===== src/rtl/alu_decoder_seq.sv =====
// ALU control decoder with a multi-cycle mul/div sequencer.
// Decode is purely combinational; the sequencer issues, stalls and writes HI/LO.
module alu_decoder_seq #(
    parameter int CTRL_W     = 4,
    parameter int MUL_CYCLES = 4,
    parameter int DIV_CYCLES = 32
) (
    input  logic              clk,
    input  logic              rst_n,
    input  logic              valid_in,
    input  logic              flush,
    input  logic [1:0]        ALUOp,
    input  logic [5:0]        Funct,
    output logic [CTRL_W-1:0] ALUCtrl,
    output logic              illegal,
    output logic              md_start,
    output logic [1:0]        md_op,
    output logic              md_busy,
    output logic              stall,
    output logic              hilo_we
);

    localparam int MAX_CYC = (MUL_CYCLES > DIV_CYCLES) ? MUL_CYCLES : DIV_CYCLES;
    localparam int CNT_W   = $clog2(MAX_CYC + 1);

    localparam logic [CNT_W-1:0] MUL_LD = CNT_W'(MUL_CYCLES);
    localparam logic [CNT_W-1:0] DIV_LD = CNT_W'(DIV_CYCLES);

    localparam logic [3:0] OP_ADD  = 4'b0010;
    localparam logic [3:0] OP_SUB  = 4'b0110;
    localparam logic [3:0] OP_AND  = 4'b0000;
    localparam logic [3:0] OP_OR   = 4'b0001;
    localparam logic [3:0] OP_XOR  = 4'b0011;
    localparam logic [3:0] OP_NOR  = 4'b1100;
    localparam logic [3:0] OP_SLT  = 4'b0111;
    localparam logic [3:0] OP_SLTU = 4'b1111;
    localparam logic [3:0] OP_SLL  = 4'b1000;
    localparam logic [3:0] OP_SRL  = 4'b1001;
    localparam logic [3:0] OP_SRA  = 4'b1010;

    typedef enum logic [1:0] {
        IDLE = 2'b00,
        BUSY = 2'b01,
        DONE = 2'b10
    } state_t;

    state_t           state_q, state_d;
    logic [CNT_W-1:0] cnt_q, cnt_d;
    logic [1:0]       md_op_q, md_op_d;

    logic       rtype;
    logic       mdreq;
    logic       hireq;
    logic [3:0] code;

    assign rtype = valid_in && (ALUOp == 2'b10);
    assign mdreq = rtype && (Funct[5:2] == 4'b0110);
    assign hireq = rtype && ((Funct == 6'b010000) || (Funct == 6'b010010));

    always_comb begin
        code    = OP_AND;
        illegal = 1'b0;
        case (ALUOp)
            2'b00: code = OP_ADD;
            2'b01: code = OP_SUB;
            2'b11: code = OP_OR;
            default: begin
                case (Funct)
                    6'b100000, 6'b100001: code = OP_ADD;
                    6'b100010, 6'b100011: code = OP_SUB;
                    6'b100100:            code = OP_AND;
                    6'b100101:            code = OP_OR;
                    6'b100110:            code = OP_XOR;
                    6'b100111:            code = OP_NOR;
                    6'b101010:            code = OP_SLT;
                    6'b101011:            code = OP_SLTU;
                    6'b000000:            code = OP_SLL;
                    6'b000010:            code = OP_SRL;
                    6'b000011:            code = OP_SRA;
                    // mul/div and mfhi/mflo pass through the adder path
                    6'b011000, 6'b011001, 6'b011010, 6'b011011,
                    6'b010000, 6'b010010: code = OP_ADD;
                    default: begin
                        code    = OP_AND;
                        illegal = valid_in;
                    end
                endcase
            end
        endcase
    end

    assign ALUCtrl = CTRL_W'(code);

    always_comb begin
        state_d  = state_q;
        cnt_d    = cnt_q;
        md_op_d  = md_op_q;
        md_start = 1'b0;
        hilo_we  = 1'b0;
        case (state_q)
            IDLE: begin
                if (mdreq && !flush) begin
                    md_start = 1'b1;
                    md_op_d  = Funct[1:0];
                    cnt_d    = Funct[1] ? DIV_LD : MUL_LD;
                    state_d  = BUSY;
                end
            end
            BUSY: begin
                if (flush) begin
                    state_d = IDLE;
                end else if (cnt_q == CNT_W'(1)) begin
                    state_d = DONE;
                end else begin
                    cnt_d = cnt_q - CNT_W'(1);
                end
            end
            DONE: begin
                // result is complete, so a flush here does not cancel the write
                hilo_we = 1'b1;
                state_d = IDLE;
            end
            default: state_d = IDLE;
        endcase
    end

    always_ff @(posedge clk or negedge rst_n) begin
        if (!rst_n) begin
            state_q <= IDLE;
            cnt_q   <= '0;
            md_op_q <= 2'b00;
        end else begin
            state_q <= state_d;
            cnt_q   <= cnt_d;
            md_op_q <= md_op_d;
        end
    end

    assign md_op   = md_op_q;
    assign md_busy = (state_q != IDLE);
    assign stall   = !flush && (((state_q == IDLE) && mdreq) ||
                                (state_q == BUSY) ||
                                ((state_q == DONE) && (mdreq || hireq)));

endmodule


===== config.mk =====
export PLATFORM = sky130hd
export DESIGN_NAME = alu_decoder_seq
export DESIGN_NICKNAME = d
export VERILOG_FILES = /design/src/rtl/alu_decoder_seq.sv
export SDC_FILE = /design/constraint.sdc
export NUM_CORES = 1
export LEC_CHECK = 0
export CORE_ASPECT_RATIO = 1.2
export CORE_MARGIN = 3
export CORE_UTILIZATION = 30
export CTS_CLUSTER_DIAMETER = 150
export DETAILED_ROUTE_END_ITERATION = 10
export GPL_TIMING_DRIVEN = 0
export PLACE_DENSITY_LB_ADDON = 0.15
export SLEW_MARGIN = 20
export SYNTH_ARGS = -nofsm -noshare
export SYNTH_HDL_FRONTEND = slang
export SYNTH_SLANG_ARGS = --single-unit

===== constraint.sdc =====
create_clock -name clk -period 1.7 [get_ports clk]
set_input_delay 0.17 -clock clk [delete_from_list [all_inputs] [get_ports clk]]
set_output_delay 0.17 -clock clk [all_outputs]
set_load 0.05 [all_outputs]

## Word-level counts from Yosys, hierarchy flattened

Index checks and enable logic that the tools add are counted.

| word-level totals | value |
|---|---|
| bits in registers | 10 |
| input port bits | 12 |
| output and inout port bits | 11 |
| logic and storage cells | 73 |

| operators by class | value |
|---|---|
| add/subtract/negate cells | 1 |
| eq/ne operators | 29 |
| multiplexer cells | 16 |
| reductions and logical operators | 24 |

Operator list:

| operator | count |
|---|---|
| == test 6 bit (second input constant) | 10 |
| one-hot mux 4 bit (10 select lines) | 1 |
| == test 6 x 5 -> 1 bit (second input constant) | 6 |
| 2-to-1 mux 6 bit | 4 |
| OR reduction 19 bit | 1 |
| == test 6 x 2 -> 1 bit (second input constant) | 2 |
| one-hot mux 4 bit (3 select lines) | 1 |
| one-hot mux 6 bit (2 select lines) | 1 |
| OR reduction 8 bit | 1 |
| logical AND 1 bit | 7 |
| == test 2 bit (second input constant) | 3 |
| == test 6 x 1 -> 1 bit (second input constant) | 1 |
| zero test 6 bit | 1 |
| 2-to-1 mux 2 bit | 3 |
| != test 2 bit (second input constant) | 3 |
| subtractor 6 x 1 -> 6 bit (second input constant) | 1 |
| 2-to-1 mux 1 bit | 5 |
| == test 2 x 1 -> 1 bit (second input constant) | 2 |
| == test 4 x 3 -> 1 bit (second input constant) | 1 |
| zero test 2 bit | 2 |
| logical OR 1 bit | 4 |
| one-hot mux 2 bit (2 select lines) | 1 |
| AND reduction 2 bit | 2 |
| AND reduction 4 bit | 1 |
| other kinds (5) | 6 |

## Longest topological paths before layout

| logic depth | value |
|---|---|
| depth after elaboration | 7 |
| mapped depth | 6 |
| mapped depth without buffers | 6 |

## Worst setup path before layout

Ideal clock, no wire load.

| path | value |
|---|---|
| path type | flip-flop to flip-flop |
| from | register state_q[1] |
| to | register cnt_q[3] |
| library setup time | 0.173 ns |
| arrival | 2.040 ns |
| required time | 1.527 ns |
| path slack | -0.513 ns |
| cell stages (with the launch flop) | 4 |
| path buffers | 0 |
| period minus slack after synthesis | 2.213 ns |
| cells stage by stage | dfrtp_1 -> or2_2 -> nor4_2 -> nor2_1 |

| on the way | value |
|---|---|
| cells in the longest elaborated chain, start to end | 3 |
| elaborated cells on any way between the ends | 8 |
| classes of those cells | eq/ne: 4; mux: 1; reduce/logical: 3 |

RTL lines:

| what | line | source |
|---|---|---|
| from (decl) | 47 | `state_t state_q, state_d;` |
| from (signal assigned) | 133 | `state_q <= state_d;` |
| == test 2 x 1 -> 1 bit or zero test 2 bit (tied branches) | 100 | `case (state_q)` |
| != test 2 bit (no line) or nonzero test 2 bit (tied branches) | - |  |
| AND reduction 4 bit (no line) | - |  |
| to (signal assigned) | 134 | `cnt_q <= cnt_d;` |
| to (decl) | 48 | `logic [CNT_W-1:0] cnt_q, cnt_d;` |

Parallel ways exist; a longest one is shown, timed or not.
A chain may end at the register's enable or synchronous reset.

## Worst setup path in the final report

| path | value |
|---|---|
| from | register state_q[0] |
| to | output port stall |

| on the way | value |
|---|---|
| cells in the longest elaborated chain, start to end | 5 |
| elaborated cells on any way between the ends | 8 |
| classes of those cells | eq/ne: 2; reduce/logical: 6 |

RTL lines:

| what | line | source |
|---|---|---|
| zero test 2 bit | 141 | `assign stall = !flush && (((state_q == IDLE) && mdreq) \|\|` |
| logical AND 1 bit | 141 |  |
| logical OR 1 bit | 141 |  |
| logical OR 1 bit (*) | 142 | `(state_q == BUSY) \|\|` |
| logical AND 1 bit (*) | 141 |  |
| to (decl) | 19 | `output logic stall,` |

Every way passes the cells marked *; elsewhere a longest branch is shown, timed or not.

==> impl_metrics.toml <==
[finish]
fin_nets = 148
final_area_um2 = 1350
drive_above_1_share_pct = 38.3
fin_cells = 167
area_delta_synth_final_pct = 42.8
diodes = 0
n_fill_cell = 283

[sta]
period_needed_ns = 1.68
min_period_over_period_pct = 98.7
fin_skew_ns = 0.00195
max_freq_mhz = 596
setup_viol = 0
grt_setup_unrepaired = "true"
setup_ws_ns = 0.0219
hold_viol_final = 0
fin_tns_setup_ns = 0
maxSlewViolCount = 0
tightestPinTransition_ns = 0.491
slew_headroom_pct = 67.2

[setup_path]
crit_slowest_cell = "dfrtp_2"
slowest_delay_ns = 0.43
crit_chain = "buf_6, or3_4, a21oi_4, buf_6"
end_kind = "output port"
cp.required_ns = 1.53
reg2regPathDepth = 4
cpMostUsedCell = "buf_6"
crit_type = "reg -> out"
worstPathArrival_ns = 1.51
cp_max_fo = 4
critPathLaunchType = "register"

[run_status]
status = "finished, final reports clean"

[pwr]
power_density_nw_per_um2 = 582
p_sw_mw = 0.272
intPower_mw = 0.510
clkPwrFrac_pct = 28.8
seqPwrFrac_pct = 36.9
peakVddDrop_mv = 0.392
leakage_nw = 0.599
pwr-share-comb_pct = 34.3
sw_frac_of_total_pct = 34.8
p_total_mw = 0.782

[logic_synthesis]
yosys.area.top_type = "dfrtp_1"
async_reset_ff_share_pct = 100
yosys.cell_types.count = 49
syn_inst = 102
yosys-top-cells-count = "dfrtp_1, inv_1, a21oi_1, nor2_1, nand2b_1"
ys_warn_count = 0
synthFlopType = "dfrtp_1"
synth_most_common_cell = "dfrtp_1"
synthTopCellsByArea = "dfrtp_1, nor3b_4, nand2b_1"
yosys.area.top_type_share_pct = 26.6
yosysSeqAreaShare_pct = 26.6
synth_area_per_cell_um2 = 9.24
ys_ff_latch = 10
netlist_area_um2 = 942
synth_edf_count = 0
synth_fp_nets = 116

[place]
placed_cell_area_um2 = 1200
dp.cells = 154
hpwl_um = 1710
port_buffers = 18
pre_cts_ws_ns = -0.958
gp_congestion = 0.788

[hold_path]
hold_class = "in -> reg"
whs_path_depth = 2

[routing]
wire_per_inst_um = 14.3
wl_um = 2390
drc_errors = 0
ant_nets = 0
vias = 885
via_per_inst = 5.30
first_iter_violations = 10
drt_pre_antenna_iters = 4

[die]
fp-row-count = 21
die_y_um = 67.4
dieArea_um2 = 3850
coreArea_um2 = 2890
pin_count = 23
dieWidth_um = 57.2
initial_core_util_pct = 32.6

[clock_network]
cts_tree = "done"
h-tree-depth = 1
cts_num_sinks = 10
clock-root-buffer = "clkbuf_4"
clock_latency_ns = 0.28
cts.clk_slew.worst_paths_ns = 0.07
cts_made_buffers = 3
clock_path_buffers = 2

[grt]
grt.overflow.total = 0
grt_pass1_vias = 900
antenna_found_initial = 0
grt_max_degree = 11
grt_pass1_wl_um = 3970
grt_usage_pct = 13.1

[run]
maxCapViolations = 0
state kept, by name (all words and copies together) (netlist names):
| name | flops |
|---|---|
| state_q | 2 |
| md_op | 2 |
| cnt_q | 6 |
area by class of cell:
cell class / instances / area [um2] / share of cell area, %
timing repair buffer: 27 / 241 / 18.0
inverter: 8 / 30.0 / 2.23
clock buffer: 4 / 36.3 / 2.70
sequential: 10 / 253 / 18.8
tap: 34 / 42.5 / 3.16
multi-input combinational: 77 / 683 / 50.8
buffer: 7 / 58.8 / 4.37
power groups by stage:
stage	combinational [mW]	clock [mW]	sequential, mW
finish	0.269	0.225	0.289
CTS	0.262	0.230	0.288
global route	0.295	0.238	0.292
floorplan	0.168	0	0.300
global placement	0.251	0	0.291
detailed placement	0.254	0	0.293
logic make-up after synthesis:
family,count (synthesis),synth area share (%)
buffers and inverters,15,8.37
adder cells (fa/ha/maj),2,2.66
flip-flops,10,26.6
multiplexers,4,4.52
AND/OR/NAND/NOR,38,30.3
XOR/XNOR,4,3.72
AO/OA/AOI/OAI,29,23.9
critical path: cells and delay by family, from the launching register on:
family / cells / cell delay [ns]
buffers and inverters: 2 / 0.30
AO/OA/AOI/OAI: 1 / 0.13
AND/OR/NAND/NOR: 1 / 0.37
flip-flops: 1 / 0.43
metrics by stage:
| stage | hold WS, ns | utilization (%) |
|---|---|---|
| 6_report | 0.169 | 46.5 |
| 5_1_grt | 0.193 | 46.5 |
| 4_1_cts | 0.166 | 44.7 |
| 3_5_place_dp | 0.455 | 41.4 |
| 3_3_place_gp | 0.455 | 41.4 |
| 2_1_floorplan | -0.126 | - |
routing by layer:
metal | share of wire (%) | vias up | global-route usage, %
met5 | 0 | - | 0
met4 | 2.5 | 0 | 8.41
met3 | 3.3 | 6 | 0.956
met2 | 56 | 22 | 24.6
met1 | 38 | 421 | 14.2
li1 | - | 436 | -
placed cells by master, fill, tap and decap left out, drive strengths merged, types with 4 or more instances in the layout:
cell           count
nor2b              4
nor3b              5
o21ai              4
buf               22
nand2b             5
clkbuf             6
nand2              4
a21oi              6
dfrtp             10
inv                8
clkdlybuf4s50      4
dlygate4sd2        5
nor2               6
final timing paths:
path                             from          to  slack (ns)
setup / recovery           state_q[0]       stall        0.02
hold / removal               Funct[0]    md_op[0]        0.17
setup reg to reg           state_q[1]    md_op[0]        0.18
hold reg to reg              md_op[1]    md_op[1]        0.50
max in group asynchronous       rst_n  state_q[1]        1.15
min in group asynchronous       rst_n    cnt_q[5]        0.21
what timing repair did:
item	in CTS	in global routing
buffers inserted	8	1
hold buffers	0	0
endpoints found under the setup margin	9	7
gates resized for setup	51	20
pin swaps	4	8
No activity file was read; power rests on OpenSTA's default activity.
